`src/rtl/lvds_lane_align_ctrl.sv`:
```
// LVDS receive training sequencer: per-lane IDELAY eye sweep that loads the
// centre of the widest good window, then bitslips until the word matches TRAIN_PAT.
module lvds_lane_align_ctrl #(
  parameter int                LANES     = 4,
  parameter int                WORD_W    = 12,
  parameter int                TAP_W     = 5,
  parameter logic [WORD_W-1:0] TRAIN_PAT = 12'hF00,
  parameter int                SETTLE    = 16,
  parameter int                CHECK_CNT = 64
) (
  input  logic                    I_clk,
  input  logic                    I_rst,
  input  logic                    I_start,
  input  logic                    I_data_valid,
  input  logic [LANES*WORD_W-1:0] I_data,
  output logic [TAP_W-1:0]        O_dly_tap,
  output logic [LANES-1:0]        O_dly_ld,
  output logic [LANES-1:0]        O_bitslip,
  output logic                    O_busy,
  output logic                    O_done,
  output logic [LANES-1:0]        O_fail
);

  localparam int LANE_W = (LANES > 1) ? $clog2(LANES) : 1;
  localparam int LEN_W  = TAP_W + 1;
  localparam int WAIT_W = $clog2(SETTLE + 1);
  localparam int SMP_W  = $clog2(CHECK_CNT + 1);
  localparam int SLIP_W = $clog2(WORD_W + 1);

  typedef enum logic [3:0] {
    ST_IDLE,
    ST_LOAD,
    ST_SETTLE,
    ST_SAMPLE,
    ST_NEXT_TAP,
    ST_CENTER,
    ST_SLIP_WAIT,
    ST_SLIP_CHK,
    ST_SLIP,
    ST_NEXT_LANE,
    ST_DONE
  } state_t;

  state_t              state_q;
  logic [LANE_W-1:0]   lane_q;
  logic [TAP_W-1:0]    tap_q;
  logic [WAIT_W-1:0]   waitCnt_q;
  logic [SMP_W-1:0]    sampleCnt_q;
  logic [SLIP_W-1:0]   slipCnt_q;
  logic [WORD_W-1:0]   firstWord_q;
  logic                tapGood_q;
  logic [TAP_W-1:0]    runStart_q;
  logic [LEN_W-1:0]    runLen_q;
  logic [TAP_W-1:0]    bestStart_q;
  logic [LEN_W-1:0]    bestLen_q;
  logic [TAP_W-1:0]    dlyTap_q;
  logic [LANES-1:0]    dlyLd_q;
  logic [LANES-1:0]    bitslip_q;
  logic                busy_q;
  logic                done_q;
  logic [LANES-1:0]    fail_q;

  logic [TAP_W-1:0]    runStart_d;
  logic [LEN_W-1:0]    runLen_d;
  logic [TAP_W-1:0]    bestStart_d;
  logic [LEN_W-1:0]    bestLen_d;
  logic [TAP_W-1:0]    centerTap_d;
  logic [TAP_W-1:0]    candStart;
  logic [LEN_W-1:0]    candLen;
  logic [WORD_W-1:0]   laneWord;
  logic                lastTap;

  // A tap only counts as good if the lane shows some rotation of the training word.
  function automatic logic isRotation(input logic [WORD_W-1:0] w);
    logic             hit;
    logic [WORD_W-1:0] rot;
    hit = 1'b0;
    for (int r = 0; r < WORD_W; r++) begin
      rot = (TRAIN_PAT << r) | (TRAIN_PAT >> (WORD_W - r));
      if (w == rot) hit = 1'b1;
    end
    return hit;
  endfunction

  function automatic logic [LANES-1:0] laneBit(input logic [LANE_W-1:0] idx);
    return LANES'(1) << idx;
  endfunction

  assign laneWord = I_data[lane_q*WORD_W +: WORD_W];
  assign lastTap  = (tap_q == {TAP_W{1'b1}});

  // Window tracker next state; a run still open at the last tap is closed here too.
  always_comb begin
    runStart_d  = runStart_q;
    runLen_d    = runLen_q;
    candStart   = runStart_q;
    candLen     = '0;
    if (tapGood_q) begin
      if (runLen_q == '0) runStart_d = tap_q;
      runLen_d = runLen_q + 1'b1;
      if (lastTap) begin
        candStart = runStart_d;
        candLen   = runLen_d;
      end
    end else begin
      candLen  = runLen_q;
      runLen_d = '0;
    end
    bestStart_d = bestStart_q;
    bestLen_d   = bestLen_q;
    if (candLen > bestLen_q) begin
      bestStart_d = candStart;
      bestLen_d   = candLen;
    end
    centerTap_d = bestStart_d + TAP_W'((bestLen_d - 1'b1) >> 1);
  end

  always_ff @(posedge I_clk) begin
    if (I_rst) begin
      state_q     <= ST_IDLE;
      lane_q      <= '0;
      tap_q       <= '0;
      waitCnt_q   <= '0;
      sampleCnt_q <= '0;
      slipCnt_q   <= '0;
      firstWord_q <= '0;
      tapGood_q   <= 1'b0;
      runStart_q  <= '0;
      runLen_q    <= '0;
      bestStart_q <= '0;
      bestLen_q   <= '0;
      dlyTap_q    <= '0;
      dlyLd_q     <= '0;
      bitslip_q   <= '0;
      busy_q      <= 1'b0;
      done_q      <= 1'b0;
      fail_q      <= '0;
    end else begin
      dlyLd_q   <= '0;
      bitslip_q <= '0;
      case (state_q)
        ST_IDLE, ST_DONE: begin
          if (I_start) begin
            state_q     <= ST_LOAD;
            lane_q      <= '0;
            tap_q       <= '0;
            slipCnt_q   <= '0;
            runStart_q  <= '0;
            runLen_q    <= '0;
            bestStart_q <= '0;
            bestLen_q   <= '0;
            dlyTap_q    <= '0;
            dlyLd_q     <= laneBit('0);
            busy_q      <= 1'b1;
            done_q      <= 1'b0;
            fail_q      <= '0;
          end
        end
        ST_LOAD: begin
          state_q   <= ST_SETTLE;
          waitCnt_q <= '0;
        end
        ST_SETTLE: begin
          if (waitCnt_q == WAIT_W'(SETTLE - 1)) begin
            state_q     <= ST_SAMPLE;
            sampleCnt_q <= '0;
          end else begin
            waitCnt_q <= waitCnt_q + 1'b1;
          end
        end
        ST_SAMPLE: begin
          if (I_data_valid) begin
            if (sampleCnt_q == '0) begin
              firstWord_q <= laneWord;
              tapGood_q   <= isRotation(laneWord);
            end else if (laneWord != firstWord_q) begin
              tapGood_q <= 1'b0;
            end
            if (sampleCnt_q == SMP_W'(CHECK_CNT - 1)) begin
              state_q <= ST_NEXT_TAP;
            end else begin
              sampleCnt_q <= sampleCnt_q + 1'b1;
            end
          end
        end
        ST_NEXT_TAP: begin
          runStart_q  <= runStart_d;
          runLen_q    <= runLen_d;
          bestStart_q <= bestStart_d;
          bestLen_q   <= bestLen_d;
          if (lastTap) begin
            // The centre load strobe goes out during CENTER itself.
            state_q <= ST_CENTER;
            if (bestLen_d != '0) begin
              dlyTap_q <= centerTap_d;
              dlyLd_q  <= laneBit(lane_q);
            end
          end else begin
            state_q  <= ST_LOAD;
            tap_q    <= tap_q + 1'b1;
            dlyTap_q <= tap_q + 1'b1;
            dlyLd_q  <= laneBit(lane_q);
          end
        end
        ST_CENTER: begin
          if (bestLen_q == '0) begin
            fail_q[lane_q] <= 1'b1;
            state_q        <= ST_NEXT_LANE;
          end else begin
            state_q   <= ST_SLIP_WAIT;
            waitCnt_q <= '0;
          end
        end
        ST_SLIP_WAIT: begin
          if (waitCnt_q == WAIT_W'(SETTLE - 1)) begin
            state_q <= ST_SLIP_CHK;
          end else begin
            waitCnt_q <= waitCnt_q + 1'b1;
          end
        end
        ST_SLIP_CHK: begin
          if (I_data_valid) begin
            if (laneWord == TRAIN_PAT) begin
              state_q <= ST_NEXT_LANE;
            end else if (slipCnt_q == SLIP_W'(WORD_W)) begin
              fail_q[lane_q] <= 1'b1;
              state_q        <= ST_NEXT_LANE;
            end else begin
              state_q   <= ST_SLIP;
              bitslip_q <= laneBit(lane_q);
              slipCnt_q <= slipCnt_q + 1'b1;
            end
          end
        end
        ST_SLIP: begin
          state_q   <= ST_SLIP_WAIT;
          waitCnt_q <= '0;
        end
        ST_NEXT_LANE: begin
          tap_q       <= '0;
          slipCnt_q   <= '0;
          runStart_q  <= '0;
          runLen_q    <= '0;
          bestStart_q <= '0;
          bestLen_q   <= '0;
          if (lane_q != LANE_W'(LANES - 1)) begin
            state_q  <= ST_LOAD;
            lane_q   <= lane_q + 1'b1;
            dlyTap_q <= '0;
            dlyLd_q  <= laneBit(lane_q + 1'b1);
          end else begin
            state_q <= ST_DONE;
            busy_q  <= 1'b0;
            done_q  <= 1'b1;
          end
        end
        default: state_q <= ST_IDLE;
      endcase
    end
  end

  assign O_dly_tap = dlyTap_q;
  assign O_dly_ld  = dlyLd_q;
  assign O_bitslip = bitslip_q;
  assign O_busy    = busy_q;
  assign O_done    = done_q;
  assign O_fail    = fail_q;

endmodule
```
`config.mk`:
```
export PLATFORM = sky130hd
export DESIGN_NAME = lvds_lane_align_ctrl
export DESIGN_NICKNAME = d
export VERILOG_FILES = /design/src/rtl/lvds_lane_align_ctrl.sv
export SDC_FILE = /design/constraint.sdc
export NUM_CORES = 1
export LEC_CHECK = 0
export ABC_CLOCK_PERIOD_IN_PS = 4500
export CORE_MARGIN = 1
export CORE_UTILIZATION = 40
export CTS_CLUSTER_DIAMETER = 50
export DETAILED_ROUTE_END_ITERATION = 16
export SYNTH_ARGS = -nofsm -noshare
export SYNTH_HDL_FRONTEND = slang
export SYNTH_SLANG_ARGS = --single-unit
```
`constraint.sdc`:
```
create_clock -name I_clk -period 4.5 [get_ports I_clk]
set_input_delay 0.675 -clock I_clk [delete_from_list [all_inputs] [get_ports I_clk]]
set_output_delay 0.675 -clock I_clk [all_outputs]
set_load 0.03 [all_outputs]
```
==> results of run 1 <==
==> kinds of logic after synthesis <==
family	Yosys count
muxes	39
xor gates and xnor gates	34
adders and majority gates	27
DFF	81
buffers and inverters	57
and+or+nand+nor	240
AOI/OAI and AO/OA	128
==> through the flow <==
step                      setup TNS (ns)  std cells  util [%]  power [mW]  hold WS, ns
after floorplan                        0        606         -        1.18        0.457
after global placement                 0        819      48.4        1.34        0.446
after detailed placement         -0.0527        819      48.4        1.34        0.450
after CTS                              0        835      51.0        2.11        0.459
after global routing                   0        838      51.3        2.21        0.481
final                                  0        838      51.3        2.10        0.458
==> path summary, 6_finish.rpt <==
check                 endpoint  depth (start not counted)  slack, ns      from
setup / recovery  O_dly_tap[4]                         21       0.25  tap_q[1]
hold / removal          O_busy                          2       0.46    O_busy
setup reg to reg  O_dly_tap[4]                         21       0.25  tap_q[1]
hold reg to reg         O_busy                          2       0.46    O_busy
==> area by class of cell <==
cell class | instances | share of cell area [%]
multi-input combinational | 468 | 51.8
tap | 168 | 3.36
inverter | 22 | 1.32
sequential | 81 | 25.9
timing repair buffer | 83 | 12.7
clock buffer | 10 | 3.82
clock inverter | 6 | 1.16
==> registers in the layout, summed over array words and instances (netlist names) <==
register,count
tapGood_q,1
O_busy,1
waitCnt_q,5
O_fail,4
O_done,1
runLen_q,6
bestLen_q,6
state_q,4
runStart_q,5
slipCnt_q,4
O_dly_tap,5
O_bitslip,4
sampleCnt_q,7
tap_q,5
bestStart_q,5
firstWord_q,12
lane_q,2
O_dly_ld,4
==> routing by layer <==
layer / share of wire, % / vias up / wire length (µm) / GRT usage, %
met5: 0 / - / 0 / 0
met4: 1.0 / 0 / 132 / 5.19
met3: 5.7 / 11 / 716 / 5.80
met2: 46 / 135 / 5820 / 33.2
met1: 47 / 2150 / 5970 / 26.1
li1: - / 2301 / - / -
==> report_power, final <==
| group | leakage [nW] | internal, mW | switching (mW) |
|---|---|---|---|
| Combinational | 1.56 | 0.205 | 0.312 |
| Sequential | 0.654 | 0.747 | 0.0657 |
| Clock | 0.150 | 0.452 | 0.318 |
==> repair_timing <==
| action | 4_1_cts | 5_1_grt |
|---|---|---|
| endpoints found under the setup margin | 1 | 9 |
| hold buffers | 0 | 0 |
| pin swaps | 0 | 1 |
| gates resized for setup | 1 | 5 |
| gates cloned | 0 | 0 |
| setup buffers | 0 | 3 |
==> worst min-delay path: stages, from the launching register on <==
cell and delay (ns):
dfxtp_1 0.31, nand2_1 0.05, a21oi_1 0.05
==> cell usage in the layout, fill, tap and decap left out, types with 2 or more instances in the layout <==
cell and n:
a21o_1 6, a21oi_1 38, a22oi_1 22, a311oi_1 3, a31oi_1 5, a32oi_1 5
and2_1 5, and3_1 5, and4b_1 2, buf_4 13, clkbuf_16 9, clkdlybuf4s50_1 69
dfxtp_1 80, ha_1 25, inv_1 21, inv_6 3, mux2i_1 25, mux4_2 12
nand2_1 37, nand2b_1 7, nand3_1 20, nand3b_1 4, nand4_1 11, nor2_1 96
nor2b_1 5, nor3_1 23, nor3_2 2, nor4_1 4, o2111ai_1 2, o21ai_0 20
o21ai_1 2, o31ai_1 2, o32ai_1 2, or2_2 2, or3_1 6, xnor2_1 15
xor2_1 19
==> summary.txt, run 1 <==
Yosys
  • Mux cell area share after synthesis: 10.7%
  • Synth async-reset ratio: 0%
  • Cells after Synth: 606
  • Post-synthesis cell type count: 72
  • Seq/Total Area, Yosys: 31.9%
  • Adder-cell share of the synthesized area: 6.78%
  • Yosys reg bits: 81
  • Top-area cell type share of the netlist area: 31.9%
  • Post-Synth Simple-Gate Area: 23.1%
  • Post-Synth XOR/XNOR Area: 5.85%
  • Synthesized cell area: 5090 µm²
  • Avg Inst Size Synth: 8.40 µm²
  • EDFF count, synth: 0
  • Ys Warns: 0
  • Largest family of logic cells by synthesized area: simple AND/OR/NAND/NOR gates
  • Most common cell in the netlist: nor2_1
  • Post-Syn Nets: 685
  • Synth cell count leaders: 96 x nor2_1, 81 x dfxtp_1, 38 x a21oi_1, 37 x nand2_1, 26 x ha_1
  • Ys flop type: dfxtp_1
  • Cell accounting for the most synthesized area: dfxtp_1
  • Compound-Gate Fraction of Synth Area: 16.8%
  • Area contributors post-synth: dfxtp_1 32%, nor2_1 7.1%, ha_1 6.4%

Worst setup path
  • Delay-heaviest family, CP: compound AO/OA/AOI/OAI gates
  • Required time worst endpoint: 4.75 ns
  • Crit Path Category: register to register
  • CP arrival: 4.50 ns
  • Crit start category: register
  • WP buf/inv: 1
  • Critical path's largest stage delay: 0.45 ns
  • Crit. End Element: register
  • CP max FO: 8
  • CP cell instances: ha_2 -> and3_1 -> ha_1 -> buf_4 -> nand2b_1 -> nand3_1 -> o31ai_4 -> ha_1 -> a21oi_1 -> a21boi_0 -> o32a_2 -> nor2_1 -> a21oi_1 -> ha_1 -> fa_1 -> a21o_1 -> a21oi_1 -> xnor2_1 -> nand3_1 -> o211ai_1 -> a21o_1
  • Slowest-stage cell, CP: o32a_2

Clock tree
  • Worst-path clk slew: 0.07 ns
  • Worst-skew pair later-pin latency: 0.35 ns
  • Root buffer cell: clkbuf_16
  • TritonCTS clock tree: built
  • TritonCTS sink count: 81
  • H-tree Lvls: 3
  • TritonCTS Buffers: 9
  • Clk buf depth: 2

Route
  • Number of DRC violations after detailed-routing iteration 0: 311
  • DRT Pass-1 Iters: 5
  • Vias per std cell: 5.49
  • Post-DRT Antenna Nets: 0
  • Total Wirelength: 12.6 mm
  • DR vias: 4,597
  • Avg WL per Cell: 15.1 µm
  • DRC viols: 0

Final layout
  • Reg area: 1620 µm²
  • Layout cells sized above 1: 9.70%
  • Area of the multi-input gates: 3240 µm²
  • Layout fillers: 1,188
  • Cell area after layout: 6260 µm²
  • # diodes: 0
  • Fin nets: 744
  • Area Growth Syn to Fin: 23.0%

Timing
  • Setup violators final: 0
  • Least-Margin Pin Slew: 1.08 ns
  • Final Hold Viols: 0
  • Post-Route Skew: 0.00912 ns
  • Relative slew slack: 28.0%
  • Post-route setup slack: 0.245 ns
  • RSZ-0062 raised after global routing: false
  • Slew Viols, Final: 0
  • Fin crit share: 94.5%
  • Crit path time final: 4.25 ns
  • Fmax: 235 MHz

Floorplanning
  • Die width: 115 µm
  • Initial Util: 41.7%
  • Row count: 40
  • Core Area: 12,200 µm²
  • Ports: 71
  • Die H: 115 µm
  • Die ar.: 13,200 µm²

Placement
  • Area of placed instances: 5910 µm²
  • Post-DP HPWL: 9.37 mm
  • GP Congestion: 0.852
  • Pre-CTS setup slack: -0.0527 ns
  • PortBufs: 70

Global routing
  • Global route overflow: 0
  • Vias in the first global route: 4,268
  • Initial antenna violation count: 0
  • First-pass GRT wire length: 20.9 mm
  • Largest net degree at the start of global routing: 58
  • Gr usage total: 20.2%

Pwr
  • PwrDens: 335 nW/µm²
  • Peak supply drop: 0.000222 V
  • Leak: 2.37 nW

Worst hold path
  • Min-Delay Path Class: register to register

Flow run
  • Number of max-cap violations: 0

Status
  • Status: complete, no violations
Note: power is estimated with default switching activity, not from simulation.
==> run 2, diff against run 1 <==
Settings changed: ABC_CLOCK_PERIOD_IN_PS 4500 to 3850, SLEW_MARGIN from default to 20.
Clock period 4.5 ns to 3.85 ns, I/O delays scaled along.
==> run 2 against run 1 <==
Net effect:
- register-to-register slack worse by 0.16 ns
- setup slack got worse by 0.16 ns
- maximum frequency grew 13%
- global-route usage is 1.3 points higher
- design area rose by 4.0%
- combinational power grew 19%
- via count rose by 3.0%
- hold slack better by 0.011 ns
- utilization increased by 2.0 points
- first-iteration DRC count fell by 2.9%
- largest cell class unchanged
==> summary.txt, run 2 (synthesis results as in run 1) <==
Worst setup path
  • CP cell instances: ha_4 -> and3_4 -> ha_4 -> nand2_4 -> o31ai_4 -> ha_4 -> nand4_1 -> a21oi_2 -> o32a_4 -> nor2_4 -> a21oi_2 -> ha_2 -> fa_2 -> a21o_1 -> a21oi_2 -> xnor2_2 -> nand3_1 -> o211ai_1 -> a21o_1 (was ha_2 -> and3_1 -> ha_1 -> buf_4 -> nand2b_1 -> nand3_1 -> o31ai_4 -> ha_1 -> a21oi_1 -> a21boi_0 -> o32a_2 -> nor2_1 -> a21oi_1 -> ha_1 -> fa_1 -> a21o_1 -> a21oi_1 -> xnor2_1 -> nand3_1 -> o211ai_1 -> a21o_1)
  • Required time worst endpoint: 4.09 ns (was 4.75 ns)
  • Slowest-stage cell, CP: o32a_4 (was o32a_2)
  • CP arrival: 4.01 ns (was 4.50 ns)
  • Critical path's largest stage delay: 0.41 ns (was 0.45 ns)
  • Crit Path Category: register to register (unchanged)
  • Crit start category: register (unchanged)
  • CP max FO: 8 (unchanged)
  • Crit. End Element: register (unchanged)

Route
  • Post-DRT Antenna Nets: 0 (unchanged)
  • DRT Pass-1 Iters: 5 (unchanged)
  • Number of DRC violations after detailed-routing iteration 0: 302 (was 311)
  • Avg WL per Cell: 15.8 µm (was 15.1 µm)
  • Top Layer Used: met4 (unchanged)
  • Met2 wire length: 6.18 mm (was 5.82 mm)
  • Total Wirelength: 13.5 mm (was 12.6 mm)
  • Vias per std cell: 5.55 (was 5.49)
  • Wl on met1: 6.36 mm (was 5.97 mm)
  • Met3 wire len: 779 µm (was 716 µm)
  • DR vias: 4,736 (was 4,597)
  • DRC viols: 0 (unchanged)

Clock tree
  • TritonCTS clock tree: built (unchanged)
  • Clk buf depth: 2 (unchanged)
  • Worst-skew pair later-pin latency: 0.34 ns (was 0.35 ns)
  • Hold Buf Count CTS: 0 (unchanged)
  • Worst-path clk slew: 0.07 ns (about the same)
  • TritonCTS sink count: 81 (unchanged)
  • H-tree Lvls: 3 (unchanged)
  • Root buffer cell: clkbuf_16 (unchanged)
  • TritonCTS Buffers: 9 (unchanged)

Worst hold path
  • Min-Delay Path Class: register to register (unchanged)

Pwr
  • Leak: 2.46 nW (was 2.37 nW)
  • Peak supply drop: 0.000184 V (was 0.000222 V)
  • PwrDens: 366 nW/µm² (was 335 nW/µm²)

Floorplanning
  • Initial Util: 41.7% (unchanged)
  • Core Area: 12,200 µm² (unchanged)
  • Die ar.: 13,200 µm² (unchanged)
  • Die H: 115 µm (unchanged)
  • Row count: 40 (unchanged)
  • Die width: 115 µm (unchanged)
  • Ports: 71 (unchanged)

Final layout
  • Largest register FFs: 12 (unchanged)
  • Commonest non-fill, non-tap cell in the layout: nor2_1 (unchanged)
  • Area Growth Syn to Fin: 27.9% (was 23.0%)
  • Most frequent cells in the layout: 95 x nor2_1, 79 x dfxtp_1, 69 x clkdlybuf4s50_1 (was 96 x nor2_1, 80 x dfxtp_1, 69 x clkdlybuf4s50_1)
  • Largest regs: firstWord_q x12, sampleCnt_q x7 (unchanged)
  • # diodes: 0 (unchanged)
  • Fin nets: 759 (was 744)
  • Non-filler cells, final: 853 (was 838)
  • Biggest register: firstWord_q (unchanged)
  • Layout Utilization: 53.3% (was 51.3%)
  • Layout cells sized above 1: 14.9% (was 9.70%)

Placement
  • GP Congestion: 0.877 (was 0.852)
  • PortBufs: 70 (unchanged)
  • Placed Cells: 829 (was 819)
  • Post-DP HPWL: 9.82 mm (was 9.37 mm)
  • Pre-CTS setup slack: -0.0471 ns (was -0.0527 ns)

Timing
  • Post-Route Skew: 0.0130 ns (was 0.00912 ns)
  • Relative slew slack: 40.4% (was 28.0%)
  • Final hold slack: 0.469 ns (was 0.458 ns)
  • Post-route setup slack: 0.0804 ns (was 0.245 ns)
  • Least-Margin Pin Slew: 0.891 ns (was 1.08 ns)
  • Setup violators final: 0 (unchanged)
  • Slew Viols, Final: 0 (unchanged)
  • Crit path time final: 3.77 ns (was 4.25 ns)
  • Fmax: 265 MHz (was 235 MHz)
  • RSZ-0062 raised after global routing: true (was false)
  • Fin crit share: 97.9% (was 94.5%)
  • Final Hold Viols: 0 (unchanged)

Status
  • Status: complete, no violations (unchanged)

Global routing
  • First-pass GRT wire length: 22.2 mm (was 20.9 mm)
  • Global route overflow: 0 (unchanged)
  • Largest net degree at the start of global routing: 41 (was 58)
  • Vias in the first global route: 4,582 (was 4,268)
  • Initial antenna violation count: 0 (unchanged)
  • Gr usage total: 21.5% (was 20.2%)

Flow run
  • Number of max-cap violations: 0 (unchanged)
## run 2: area by class of cell
cell class | count | area [µm²]
repair buffers | 97 | 898
well taps | 168 | 210
clock inverters | 5 | 38.8
multi-input cells | 469 | 3410
fillers | 1150 | 5700
inverters | 22 | 82.6
clock buffers | 11 | 243
flip-flops and latches | 81 | 1630
## run 2: layer usage
layer / global-route usage [%] / up-vias
met5: 0 / -
met4: 7.62 / 0
met3: 4.16 / 12
met2: 35.5 / 141
met1: 28.1 / 2246
li1: - / 2337
## run 2: what timing repair did
| action | CTS | global route |
|---|---|---|
| cloned | 0 | 1 |
| buffers inserted | 0 | 7 |
| hold endpoints to repair | 0 | 0 |
| setup endpoints to repair | 1 | 8 |
| pin swaps | 1 | 22 |
| gates resized for setup | 1 | 20 |
## run 2: worst paths after layout
| check | start | cells past startpoint | to | slack (ns) |
|---|---|---|---|---|
| max | tap_q[1] | 19 | O_dly_tap[4] | 0.08 |
| min reg2reg | O_busy | 2 | O_busy | 0.47 |
| min | O_busy | 2 | O_busy | 0.47 |
| max reg2reg | tap_q[1] | 19 | O_dly_tap[4] | 0.08 |
## run 2: stage by stage
stage | total power, mW | cell area (µm²) | TNS [ns]
finish | 2.39 | 6510 | 0
global route | 2.51 | 6510 | -0.163
CTS | 2.40 | 6360 | 0
detailed placement | 1.57 | 6080 | -0.0471
global placement | 1.56 | 6080 | 0
floorplan | 1.38 | 5210 | 0
## run 2: where the power goes
part	total (mW)	switching (mW)	internal, mW	leakage [nW]
Combinational	0.614	0.373	0.241	1.67
Sequential	0.950	0.0767	0.873	0.655
Clock	0.822	0.362	0.460	0.137
## run 2: critical path: cells and delay by family (launching register included)
family / cells / cell delay [ns]
xor+xnor: 1 / 0.09
simple gates: 5 / 0.58
fa+ha+maj: 5 / 1.16
compound gates: 8 / 1.48
flops: 1 / 0.35
